===== src/rtl/mtree_pkg.sv =====
// mtree_pkg
//   Definitions shared by the max-tree reduction controller and its
//   comparator stage: the controller state encoding and the helper that
//   gives the number of fold passes needed to collapse the lane register.
package mtree_pkg;

  typedef enum logic [1:0] {
    FILL   = 2'd0,  // accepting words into lanes 1..L-1
    REDUCE = 2'd1,  // folding lanes through the shared comparator stage
    OUT    = 2'd2   // presenting the frame result
  } mtree_ctrl_state_t;

  // Folds needed to bring 2*num_comps lanes down to lane 0.
  function automatic int mtree_passes(input int num_comps);
    return $clog2(2 * num_comps);
  endfunction

endpackage : mtree_pkg


===== src/rtl/mtree_level.sv =====
// mtree_level
//   One level of an unsigned max tree: NUM_COMPS comparators, each one
//   taking an adjacent operand pair (2i, 2i+1) and passing the larger.
//   Purely combinational.
// Ports
//   operands  in   2*NUM_COMPS words of IN_WIDTH bits, unsigned
//   maxima    out  NUM_COMPS words, maxima[i] = max(operands[2i], operands[2i+1])
module mtree_level #(
  parameter int IN_WIDTH  = 32,
  parameter int NUM_COMPS = 4
) (
  input  logic [IN_WIDTH-1:0] operands [2*NUM_COMPS],
  output logic [IN_WIDTH-1:0] maxima   [NUM_COMPS]
);

  always_comb begin
    for (int i = 0; i < NUM_COMPS; i++) begin
      maxima[i] = (operands[2*i] > operands[2*i+1]) ? operands[2*i] : operands[2*i+1];
    end
  end

endmodule : mtree_level


===== src/rtl/mtree_reduce_ctrl.sv =====
// mtree_reduce_ctrl
//   Computes the unsigned maximum and word count of a stream frame using a
//   single shared mtree_level. Words are buffered into lanes 1..L-1 (lane 0
//   carries the running maximum); a full chunk or the frame's last word
//   triggers log2(L) fold passes, after which lane 0 holds the new running
//   maximum. One result is emitted per frame.
// Ports
//   clk        in   rising-edge clock
//   rst_n      in   asynchronous active-low reset
//   in_valid   in   input word valid
//   in_ready   out  controller accepts a word this cycle
//   in_data    in   IN_WIDTH input word, unsigned
//   in_last    in   word is the final word of its frame
//   out_valid  out  result valid
//   out_ready  in   consumer accepts result
//   out_max    out  IN_WIDTH unsigned maximum of the frame
//   out_count  out  CNT_WIDTH words in the frame, saturating
module mtree_reduce_ctrl
  import mtree_pkg::*;
#(
  parameter int IN_WIDTH  = 32,
  parameter int NUM_COMPS = 4,
  parameter int CNT_WIDTH = 16
) (
  input  logic                 clk,
  input  logic                 rst_n,
  input  logic                 in_valid,
  output logic                 in_ready,
  input  logic [IN_WIDTH-1:0]  in_data,
  input  logic                 in_last,
  output logic                 out_valid,
  input  logic                 out_ready,
  output logic [IN_WIDTH-1:0]  out_max,
  output logic [CNT_WIDTH-1:0] out_count
);

  localparam int LANES  = 2 * NUM_COMPS;
  localparam int PASSES = mtree_passes(NUM_COMPS);
  localparam int PTR_W  = $clog2(LANES);
  localparam int PASS_W = (PASSES > 1) ? $clog2(PASSES) : 1;

  // The lane/pass arithmetic below only works for a power-of-two tree.
  if (NUM_COMPS < 1 || (NUM_COMPS & (NUM_COMPS - 1)) != 0) begin : g_bad_num_comps
    $error("mtree_reduce_ctrl: NUM_COMPS must be a power of two >= 1");
  end

  mtree_ctrl_state_t state, next_state;

  logic [IN_WIDTH-1:0]  lanes  [LANES];
  logic [IN_WIDTH-1:0]  folded [NUM_COMPS];
  logic [PTR_W-1:0]     wr_ptr;
  logic [CNT_WIDTH-1:0] count;
  logic [PASS_W-1:0]    pass_cnt;
  logic                 last_seen;   // current chunk closed the frame

  logic accept;
  logic chunk_full;
  logic last_pass;

  assign accept     = in_valid && (state == FILL);
  assign chunk_full = (wr_ptr == PTR_W'(LANES - 1));
  assign last_pass  = (pass_cnt == PASS_W'(PASSES - 1));

  mtree_level #(
    .IN_WIDTH  (IN_WIDTH),
    .NUM_COMPS (NUM_COMPS)
  ) u_level (
    .operands (lanes),
    .maxima   (folded)
  );

  always_ff @(posedge clk or negedge rst_n) begin
    if (!rst_n) state <= FILL;
    else        state <= next_state;
  end

  // Outputs are decoded from the state register and registered lanes/count
  // only, so no input handshake signal reaches an output combinationally.
  always_comb begin
    // NOTE: every signal assigned in this block gets a default first, so no
    // path through the case leaves it unassigned and no latch is inferred.
    next_state = state;
    in_ready   = 1'b0;
    out_valid  = 1'b0;
    out_max    = '0;
    out_count  = '0;
    unique case (state)
      FILL: begin
        in_ready = 1'b1;
        if (accept && (in_last || chunk_full)) next_state = REDUCE;
      end
      REDUCE: begin
        if (last_pass) next_state = last_seen ? OUT : FILL;
      end
      OUT: begin
        out_valid = 1'b1;
        out_max   = lanes[0];
        out_count = count;
        if (out_ready) next_state = FILL;
      end
      default: next_state = FILL;
    endcase
  end

  // NOTE: state-holding logic uses non-blocking assignments only, so every
  // register samples the pre-edge values regardless of statement order.
  always_ff @(posedge clk or negedge rst_n) begin
    if (!rst_n) begin
      // NOTE: the lanes are reset, not left undefined, because zero is the
      // identity for an unsigned max and unwritten lanes must read as zero.
      for (int i = 0; i < LANES; i++) lanes[i] <= '0;
      wr_ptr    <= PTR_W'(1);
      count     <= '0;
      pass_cnt  <= '0;
      last_seen <= 1'b0;
    end else begin
      unique case (state)
        FILL: begin
          if (accept) begin
            lanes[wr_ptr] <= in_data;
            wr_ptr        <= wr_ptr + PTR_W'(1);
            if (count != '1) count <= count + CNT_WIDTH'(1);
            last_seen     <= in_last;
            pass_cnt      <= '0;
          end
        end
        REDUCE: begin
          for (int i = 0; i < NUM_COMPS; i++) lanes[i] <= folded[i];
          for (int i = NUM_COMPS; i < LANES; i++) lanes[i] <= '0;
          pass_cnt <= pass_cnt + PASS_W'(1);
          if (last_pass) begin
            // Lane 0 keeps the running max; the data lanes start empty.
            for (int i = 1; i < LANES; i++) lanes[i] <= '0;
            pass_cnt <= '0;
            wr_ptr   <= PTR_W'(1);
          end
        end
        OUT: begin
          if (out_ready) begin
            for (int i = 0; i < LANES; i++) lanes[i] <= '0;
            wr_ptr    <= PTR_W'(1);
            count     <= '0;
            last_seen <= 1'b0;
          end
        end
        default: ;
      endcase
    end
  end

endmodule : mtree_reduce_ctrl


===== config.mk =====
export PLATFORM = sky130hd
export DESIGN_NAME = mtree_reduce_ctrl
export DESIGN_NICKNAME = d
export VERILOG_FILES = /design/src/rtl/mtree_pkg.sv /design/src/rtl/mtree_level.sv /design/src/rtl/mtree_reduce_ctrl.sv
export SDC_FILE = /design/constraint.sdc
export NUM_CORES = 1
export LEC_CHECK = 0
export ABC_CLOCK_PERIOD_IN_PS = 3000
export CAP_MARGIN = 20
export CORE_MARGIN = 5
export CORE_UTILIZATION = 35
export DETAILED_ROUTE_END_ITERATION = 16
export PLACE_DENSITY = 0.5
export SYNTH_ARGS = -nofsm -noshare
export SYNTH_HDL_FRONTEND = slang
export SYNTH_SLANG_ARGS = --single-unit

===== constraint.sdc =====
create_clock -name clk -period 3 [get_ports clk]
set_input_delay 0.6 -clock clk [delete_from_list [all_inputs] [get_ports clk]]
set_output_delay 0.6 -clock clk [all_outputs]
set_load 0.02 [all_outputs]

# Word level (Yosys, flattened, before mapping)

Index checks and enable logic that the tools add are counted.

Register bits: 280
Bits of input ports: 37
Output and inout port bits: 50
Logic and storage cells: 83

Add/sub/neg operators: 3
Order comparisons: 6
Equality and inequality tests: 11
Mux-type cells: 34
Bitwise logic cells: 1
Reduce and logical (&&, ||, !) cells: 15

Operators by type and width:

| kind                  | number |
|---|---|
| $pmux 256 s3          | 1 |
| $mux 256              | 2 |
| $bwmux 256            | 1 |
| $mux 224              | 1 |
| $mux 32               | 6 |
| $gt 32x32->1          | 4 |
| $demux 32 s3          | 1 |
| $mux 16               | 4 |
| $pmux 16 s2           | 1 |
| $add 16x1->16 const B | 1 |
| $ne 16x16->1 const B  | 1 |
| $mux 2                | 6 |
| $reduce_and 4->1      | 3 |
| $mux 3                | 3 |
| $pmux 3 s3            | 1 |
| $reduce_and 3->1      | 3 |
| $ne 2x2->1 const B    | 4 |
| $pmux 2 s3            | 1 |
| $eq 2x2->1 const B    | 2 |
| $ge 4x4->1 const B    | 1 |
| $lt 4x1->1 const B    | 1 |
| $mux 1                | 4 |
| $ne 2x1->1 const B    | 2 |
| $not 3->4             | 1 |
| 12 further kinds      | 15 |

# Depth between registers and ports, before layout

Gate-level depths: netlist of run 1.

Word-level depth: 8
Depth in mapped cells: 11
Mapped depth without buffers: 9

# Cells and area by module

Synthesis of run 1 repeated with hierarchy kept, for this count alone.

Cell total of the unflattened synthesis: 1841
Area, all modules: 17336.6 µm²

Modules (own cells, without submodules):

| module            | instances | cells each | area each (µm²) | seq. area each (µm²) |
|---|---|---|---|---|
| mtree_reduce_ctrl | 1         | 1244       | 12161.7         | 7008.0 |
| mtree_level       | 1         | 597        | 5175.0          | 0.0 |

# Worst setup path before layout of run 1

No wires, ideal clock.

Path kind: flip-flop to flip-flop
Start: register with a tool-made name
End: register with a tool-made name
Setup time: 127 ps
Data arrival time: 2366 ps
Required time: 2873 ps
Setup slack: 506 ps
Stages on the path, launching flop included: 10
Buffers on the path: 1
Period minus slack after synthesis: 2494 ps
Cell sequence: dfrtp_1 inv_1 ha_1 nand4_1 nor4_1 a31oi_1 and2_1 a221oi_4 buf_6 mux2_1

==> impl_metrics.ini, run 1 <==
[hold_path]
hp-class = in -> async

[final_layout]
fin_cells = 2435
multi_input_area_um2 = 8140
drive_gt1_frac = 0.0894
nets = 1985
final_common_cell = dfrtp_1
area_growth_pct = 20.2
mostFrequentLayoutCells = 279 x dfrtp_1, 194 x nand2_1, 139 x inv_1, 138 x nand3_1, 134 x ha_1
postLayoutCoreUtil = 0.425
antenna_cells = 0
seq_area_um2 = 7010
filler_cell_count = 4458

[setup_path]
path_cells = inv_1 > ha_1 > a21oi_1 > o21ai_0 > a21o_1 > a211oi_1 > o22a_1 > buf_12 > nand3_1 > a41oi_1
cp_slowest_cell = a211oi_1
slowest_delay_ns = 0.58
r2r_setup_slack_ns = 0.11
worstPathMaxFanout = 19
crit_type = reg -> reg
startpoint = lanes[21]$_DFFE_PN0P_
critPathLaunchType = flip-flop
end_kind = flip-flop
crit_arrival_ns = 3.31
required_ns = 3.43
r2r_start = lanes[21]$_DFFE_PN0P_

[die]
io_pins = 87
die_y_um = 224
rows = 78
die-width_um = 224
initial_core_util = 0.354
dieArea_um2 = 50100
coreArea_um2 = 45300

[clocking]
cts_setup_buffers = 0
cts-root-buf = clkbuf_16
worst_skew_pair.late_latency_ns = 0.52
cts_max_path_buffers = 3
cts_buffers = 35
cts_tree = done
cts-htree-levels = 2
clk_pin_slew_ns = 0.06
cts.sinks = 280

[drt]
drt-vias-per-instance = 5.54
drtPass1Iterations = 5
routed_wirelength_um = 51800
wl_per_cell_um = 21.3
ant_nets = 0
vias = 13500
drc = 0
first_iter_violations = 969

[synthesis]
ys_warn_count = 0
netlist_area_um2 = 16000
synth_cell_types = 56
postSynthAreaPerCell_um2 = 9.34
syn_inst = 1714
syn_nets = 1886
synth_seq_area_share = 0.438
synth-edff-count = 0
async_flop_share = 1.00
ys_ff_latch = 280
ys.flop_type = dfrtp_1

[placed_design]
dpl.cell_count = 2376
numPortBuffers = 86
place_hpwl_um = 36600
gp_congestion = 0.838

[timing]
setup_viol = 0
slew_headroom = 0.540
max_freq_ghz = 0.346
setup_tns_ns = 0
slew_viol_final = 0
skew_ns = 0.0150
tightest_slew_ns = 0.686
fin_crit_sh = 0.962
final-hold-violation-count = 0
fin_crit_ns = 2.89

[job]
maxCapViolCount = 0

[grt]
grt_usage = 0.205
grt_pass1_vias = 13300
grt_max_degree = 73
grt_overflow = 0
antenna_found_initial = 1
grt_pass1_wl_um = 81000

[status]
status = finished, final reports clean
## critical path, delay by kind of cell, from the launching register on
kind | cells | cell delay [ns]
fa+ha+maj | 1 | 0.30
flops | 1 | 0.38
compound gates | 6 | 1.75
simple gates | 1 | 0.10
buf+inv | 2 | 0.27
## final cells by class
type,instances,share of cell area
timing repair buffer,168,0.0906
sequential,280,0.364
multi-input combinational,1189,0.423
clock buffer,52,0.0531
clock inverter,7,0.00325
inverter,139,0.0271
tap,600,0.0390
## cells by family after synthesis
logic type,Yosys count,synth area share
and+or+nand+nor,595,0.170
AOI/OAI and AO/OA,416,0.197
muxes,38,0.0265
xor gates and xnor gates,5,0.00274
buffers and inverters,245,0.0607
adders and majority gates,135,0.106
DFF,280,0.438
## per-layer routing
layer | vias to the layer above | routed length [um] | global-route usage
li1 | 6433 | - | -
met5 | - | 0 | 0
met4 | 0 | 879 | 0.0433
met3 | 58 | 2880 | 0.0284
met1 | 6627 | 25500 | 0.313
met2 | 374 | 22600 | 0.309
## final timing paths
path / end / depth (start not counted)
setup / recovery: flip-flop / 10
hold / removal: count[12]$_DFFE_PN0P_ / 1
setup reg to reg: flip-flop / 10
hold reg to reg: flip-flop / 1
max in group asynchronous: async pin / 2
min in group clk: flip-flop / 1
## repair_timing
action / 4_1_cts / 5_1_grt
hold endpoints to repair: 0 / 0
gates resized for setup: 0 / 6
hold buffers: 0 / 0
setup endpoints to repair: 0 / 49
## per-stage QoR
| stage | worst slack [ns] | area (um2) | hold slack [ns] |
|---|---|---|---|
| 2_1_floorplan | 0.506 | 16000 | 0.304 |
| 3_3_place_gp | 0.0753 | 18100 | 0.497 |
| 3_5_place_dp | 0.107 | 18100 | 0.502 |
| 4_1_cts | 0.0767 | 19200 | 0.0662 |
| 5_1_grt | -0.0171 | 19300 | 0.0769 |
| 6_report | 0.113 | 19300 | 0.0470 |
## synthesized netlist by cell type, drive strengths merged, types with 3 or more instances
cell | number | area share
a2111o | 3 | 0.0021
a211oi | 7 | 0.0033
a21o | 10 | 0.0047
a21oi | 74 | 0.023
a221oi | 4 | 0.0033
a31oi | 4 | 0.0016
a41oi | 92 | 0.050
and2 | 51 | 0.020
and3 | 7 | 0.0027
buf | 34 | 0.011
clkbuf | 72 | 0.017
dfrtp | 279 | 0.44
ha | 135 | 0.11
inv | 139 | 0.033
mux2 | 35 | 0.025
mux2i | 3 | 0.0019
nand2 | 194 | 0.045
nand2b | 5 | 0.0020
nand3 | 138 | 0.043
nand4 | 30 | 0.012
nor2 | 133 | 0.031
nor2b | 7 | 0.0027
nor3 | 17 | 0.0053
nor4 | 6 | 0.0023
o211ai | 5 | 0.0023
o21a | 4 | 0.0019
o21ai | 52 | 0.016
o22a | 130 | 0.071
o31a | 3 | 0.0016
o32ai | 13 | 0.0071
or3 | 3 | 0.0012
xor2 | 3 | 0.0016
Power of run 1 is left out: the tool's default activity adds up to more than one toggle a clock period on the data nets, which glitch-free logic cannot reach.
==> run 2: changes to the inputs <==
--- a/config.mk
+++ b/config.mk
@@ -5,7 +5,6 @@
 export SDC_FILE = /design/constraint.sdc
 export NUM_CORES = 1
 export LEC_CHECK = 0
-export ABC_CLOCK_PERIOD_IN_PS = 3000
 export CAP_MARGIN = 20
 export CORE_MARGIN = 5
 export CORE_UTILIZATION = 35
==> results of run 2 <==
Same layout as run 1: the final DEF is identical, and so are final timing and power.
Power of run 2 is left out for the same reason.
